<file path="src/rtl/mem_stage_pkg.sv">
// Shared widths and field positions for the memory-access stage.
package mem_stage_pkg;
    localparam int DATA_W           = 32;
    localparam int DEST_W           = 5;
    localparam int PASS_EX_W        = 7;
    localparam int PASS_MEM_W       = 6;
    localparam int RES_FROM_MEM_BIT = 6;
    localparam int GR_WE_BIT        = 5;
endpackage

</file>
<file path="src/rtl/mem_ld_hold.sv">
// Holds SRAM load data across write-back stalls: the SRAM output is only
// valid in an instruction's first cycle here, so it is buffered if the instruction stays.
module mem_ld_hold
    import mem_stage_pkg::*;
(
    input  logic              clk,
    input  logic              reset,
    input  logic              i_accept,
    input  logic              i_mem_valid,
    input  logic              i_wb_allow_in,
    input  logic [DATA_W-1:0] i_rdata,
    output logic [DATA_W-1:0] o_ld_data
);
    logic              r_first_cycle_p1;
    logic [DATA_W-1:0] r_ld_buf_p1;

    always_ff @(posedge clk) begin
        if (reset) begin
            r_first_cycle_p1 <= 1'b0;
            r_ld_buf_p1      <= '0;
        end else begin
            r_first_cycle_p1 <= i_accept;
            if (r_first_cycle_p1 && i_mem_valid && !i_wb_allow_in)
                r_ld_buf_p1 <= i_rdata;
        end
    end

    assign o_ld_data = r_first_cycle_p1 ? i_rdata : r_ld_buf_p1;
endmodule

</file>
<file path="src/rtl/mem_stage.sv">
// Memory-access pipeline stage: latches execute results, merges SRAM load
// data and forwards the in-flight destination/result to decode.
module mem_stage
    import mem_stage_pkg::*;
(
    input  logic                  clk,
    input  logic                  reset,
    input  logic                  EXU_to_MEM_valid,
    output logic                  MEM_allow_in,
    input  logic [DATA_W-1:0]     EXU_pc_to_MEM,
    input  logic [DATA_W-1:0]     EXU_inst_to_MEM,
    input  logic [DATA_W-1:0]     EXU_result_to_MEM,
    input  logic [PASS_EX_W-1:0]  EXU_signals_pass_to_MEM,
    input  logic [DATA_W-1:0]     data_sram_rdata,
    input  logic                  WB_allow_in,
    output logic                  MEM_ready_go,
    output logic                  MEM_to_WB_valid,
    output logic [DATA_W-1:0]     MEM_pc_to_WB,
    output logic [DATA_W-1:0]     MEM_inst_to_WB,
    output logic [DATA_W-1:0]     MEM_final_result,
    output logic [PASS_MEM_W-1:0] MEM_signals_pass_to_WB,
    output logic                  MEM_to_IDU_gr_we,
    output logic [DEST_W-1:0]     MEM_to_IDU_dest,
    output logic                  MEM_to_IDU_valid,
    output logic [DATA_W-1:0]     MEM_to_IDU_forward
);
    logic                 r_valid_p1;
    logic [DATA_W-1:0]    r_pc_p1;
    logic [DATA_W-1:0]    r_inst_p1;
    logic [DATA_W-1:0]    r_result_p1;
    logic [PASS_EX_W-1:0] r_pass_p1;
    logic                 w_accept;
    logic [DATA_W-1:0]    w_ld_data;

    assign MEM_ready_go = 1'b1;
    assign MEM_allow_in = !r_valid_p1 || (MEM_ready_go && WB_allow_in);
    assign w_accept     = EXU_to_MEM_valid && MEM_allow_in;

    // Execute -> memory boundary; data registers only move on accept.
    always_ff @(posedge clk) begin
        if (reset) begin
            r_valid_p1  <= 1'b0;
            r_pc_p1     <= '0;
            r_inst_p1   <= '0;
            r_result_p1 <= '0;
            r_pass_p1   <= '0;
        end else begin
            if (MEM_allow_in)
                r_valid_p1 <= EXU_to_MEM_valid;
            if (w_accept) begin
                r_pc_p1     <= EXU_pc_to_MEM;
                r_inst_p1   <= EXU_inst_to_MEM;
                r_result_p1 <= EXU_result_to_MEM;
                r_pass_p1   <= EXU_signals_pass_to_MEM;
            end
        end
    end

    mem_ld_hold u_ld_hold (
        .clk           (clk),
        .reset         (reset),
        .i_accept      (w_accept),
        .i_mem_valid   (r_valid_p1),
        .i_wb_allow_in (WB_allow_in),
        .i_rdata       (data_sram_rdata),
        .o_ld_data     (w_ld_data)
    );

    assign MEM_to_WB_valid        = r_valid_p1 && MEM_ready_go;
    assign MEM_pc_to_WB           = r_pc_p1;
    assign MEM_inst_to_WB         = r_inst_p1;
    assign MEM_final_result       = r_pass_p1[RES_FROM_MEM_BIT] ? w_ld_data : r_result_p1;
    assign MEM_signals_pass_to_WB = r_pass_p1[PASS_MEM_W-1:0];
    assign MEM_to_IDU_gr_we       = r_pass_p1[GR_WE_BIT];
    assign MEM_to_IDU_dest        = r_pass_p1[DEST_W-1:0];
    assign MEM_to_IDU_valid       = r_valid_p1;
    assign MEM_to_IDU_forward     = MEM_final_result;
endmodule
</file>
<file path="config.mk">
export PLATFORM = sky130hd
export DESIGN_NAME = mem_stage
export DESIGN_NICKNAME = d
export VERILOG_FILES = /design/src/rtl/mem_stage_pkg.sv /design/src/rtl/mem_ld_hold.sv /design/src/rtl/mem_stage.sv
export SDC_FILE = /design/constraint.sdc
export NUM_CORES = 1
export LEC_CHECK = 0
export ABC_AREA = 1
export BUFFER_PORTS_ARGS = -buffer_cell sky130_fd_sc_hd__buf_2
export CAP_MARGIN = 20
export CELL_PAD_IN_SITES_DETAIL_PLACEMENT = 1
export CELL_PAD_IN_SITES_GLOBAL_PLACEMENT = 1
export CORE_MARGIN = 8
export CORE_UTILIZATION = 32
export DETAILED_ROUTE_END_ITERATION = 8
export PLACE_DENSITY_LB_ADDON = 0.1
export SYNTH_ARGS = -nofsm -noshare
export SYNTH_HDL_FRONTEND = slang
export SYNTH_SLANG_ARGS = --single-unit
</file>
<file path="constraint.sdc">
create_clock -name clk -period 1.55 [get_ports clk]
set_input_delay 0.155 -clock clk [delete_from_list [all_inputs] [get_ports clk]]
set_output_delay 0.155 -clock clk [all_outputs]
set_load 0.01 [all_outputs]
</file>
==> impl_metrics.py <==
metrics = {
    "drt": {
        "drtIter0Drc": 286,
        "routed_wl_mm": 24.3,
        "firstDrtPassIters": 4,
        "drc": 0,
        "vias_per_cell": 4.61,
        "ant_nets": 0,
        "vias": 7128,
        "wire_per_inst_um": 15.7,
    },
    "clock_tree": {
        "numCtsBuffers": 17,
        "h-tree-depth": 4,
        "clk_pin_slew_worst_paths_ns": 0.06,
        "cts_root_buffer": "clkbuf_16",
        "cts_tree": "built",
        "cts_buffer_depth": 2,
        "worstSkewPairLatency_ns": 0.42,
        "clock-sinks": 137,
    },
    "die": {
        "start_util": 0.324,
        "row_count": 53,
        "die_h_um": 161,
        "dieArea_um2": 26100,
        "core_area_um2": 20900,
        "die_w_um": 161,
        "ioPinCount": 283,
    },
    "placement": {
        "placed_area_um2": 8210,
        "placedCellCount": 1506,
        "dp_slack_ns": 0.168,
        "gp_congestion": 0.714,
        "detailedPlacementHpwl_mm": 16.4,
        "portBuffers": 281,
    },
    "logic_synthesis": {
        "ys_ff_latch": 137,
        "synth_edf_count": 0,
        "ys_seq_area_frac": 0.405,
        "synth.net_count": 1184,
        "syn_area_um2": 6770,
        "synth_cells": 1045,
        "synth_ff_type": "dfxtp_1",
        "synthDistinctLibCells": 16,
        "synthArstFlopShare": 0,
        "ys_warn_count": 0,
        "synth_area_leaders": "dfxtp_1 40%, nand2_1 11%, nor2_1 11%",
        "synth_largest_area_cell": "dfxtp_1",
        "syn_avg_cell_area_um2": 6.48,
        "synth_top_area_share": 0.405,
        "yosysMostFrequentCell": "nand2_1",
        "synth_common_cells": "201 x nand2_1, 200 x nor2_1, 137 x dfxtp_1",
    },
    "timing": {
        "drv_slew": 0,
        "fmax_mhz": 617,
        "setup_violations": 54,
        "timing.final.crit_share": 1.05,
        "report.final.hold_viol_count": 0,
        "skew_ns": 0.00763,
        "rsz0062_at_grt": "yes",
        "holdWs_ns": 0.0410,
        "min_period_ns": 1.62,
        "postLayoutSetupSlackWorst_ns": -0.0716,
    },
    "finish": {
        "fill_cells": 2774,
        "drive_gt1_frac": 0.306,
        "finalNonFillerCells": 1547,
        "fin_nets": 1398,
        "area_growth_pct": 35.0,
        "n_antenna_cell": 0,
        "fin_area_um2": 9140,
    },
    "global_route": {
        "grt_max_degree": 72,
        "antenna_found_initial": 5,
        "grt_pass1_vias": 7202,
        "grt.overflow.total": 0,
        "grt_pass1_wl_mm": 38.2,
        "grt_use_total": 0.181,
    },
    "setup_path": {
        "slowest_delay_ns": 0.40,
        "crit_chain": "buf_12 -> o21ai_0 -> o21ai_1 -> buf_2",
        "cp_max_fo": 19,
        "slowest_stage": "dfxtp_4",
        "crit_type": "reg -> out",
        "critPathTopFamily": "flip-flops",
        "cp_data_arrival_time_ns": 1.47,
        "required_ns": 1.39,
        "cp.buffers_inverters": 2,
        "start_kind": "flip-flop",
        "end_kind": "output pin",
    },
    "outcome": {
        "run_status": "finished, violations left",
        "failed_checks": "negative setup slack",
    },
    "pwr": {
        "p_total_mw": 9.89,
        "peakVddDrop_mv": 0.789,
        "p_leak_nw": 4.89,
        "p_per_area_nw_per_um2": 1080,
    },
    "min_path": {
        "hold_path_class": "in -> reg",
    },
    "flow_run": {
        "max_cap_viol_count": 0,
    },
}
sequential cells by signal (all words and copies together), names as in the netlist:
register,count
u_ld_hold.r_ld_buf_p1,32
r_pass_p1,7
MEM_inst_to_WB,32
MEM_to_IDU_valid,1
r_result_p1,32
u_ld_hold.r_first_cycle_p1,1
MEM_pc_to_WB,32
worst paths after layout:
path,start,to,slack [ns],cells past startpoint
worst max-delay path,u_ld_hold.r_first_cycle_p1,MEM_final_result[23],-0.07,4
worst min-delay path,EXU_inst_to_MEM[26],MEM_inst_to_WB[26],0.04,5
worst max register to register,u_ld_hold.r_first_cycle_p1,u_ld_hold.r_ld_buf_p1[20],0.17,7
worst min register to register,MEM_inst_to_WB[9],MEM_inst_to_WB[9],0.47,2
kinds of logic after synthesis:
| group | Yosys count | synth area share |
|---|---|---|
| buffers and inverters | 232 | 0.169 |
| DFF | 137 | 0.405 |
| and+or+nand+nor | 507 | 0.301 |
| AOI/OAI and AO/OA | 168 | 0.124 |
| other | 1 | 0.000554 |
cell type report:
class | instances | area [um^2] | area share
Timing Repair Buffer | 317 | 2000 | 0.219
Inverter | 109 | 422 | 0.0461
Tap cell | 275 | 344 | 0.0376
Sequential cell | 137 | 2750 | 0.301
Multi-Input combinational cell | 677 | 3020 | 0.330
Clock inverter | 10 | 116 | 0.0127
Clock buffer | 22 | 484 | 0.0530
repair_timing:
action / in CTS / in global routing
cloned: 4 / 1
hold endpoints to repair: 3 / 0
gates resized for setup: 71 / 21
pin swaps: 21 / 14
buffers inserted: 2 / 0
hold buffers: 2 / 0
setup endpoints to repair: 65 / 64
layer usage:
metal	GRT usage	wire length, um	up-vias	part of all wire
li1	-	-	3652	-
met1	0.209	10600	3256	0.44
met2	0.296	11100	181	0.46
met3	0.0807	2290	29	0.094
met4	0.0543	255	10	0.010
met5	0	60	-	0.0025
cell usage in the layout (no fill, tap or decap), drive strengths merged:
master,Yosys,layout
inv,109,110
a21oi,104,104
bufinv,0,2
buf,110,313
conb,1,1
clkbuf,13,23
clkinv,0,5
o21ai,64,64
nor2,201,201
dfxtp,137,137
nand2,202,203
clkinvlp,0,2
nand3,104,104
dlygate4sd3,0,2
bufbuf,0,1
stage by stage:
stage	utilization	setup TNS, ns
floorplan	-	0
global placement	0.393	0
detailed placement	0.393	0
CTS	0.433	-4.00
global route	0.438	-6.00
finish	0.438	-1.64
worst min-delay path, stage by stage:
cell,delay (ns)
buf_2,0.07
inv_1,0.03
nand3_1,0.06
nand2_1,0.05
nor2_1,0.07
power by group:
| part | switching (mW) | total, mW | internal, mW |
|---|---|---|---|
| clock network | 1.58 | 4.12 | 2.54 |
| registers | 0.129 | 3.89 | 3.76 |
| logic | 1.08 | 1.89 | 0.804 |
(Power assumes the default switching activity.)
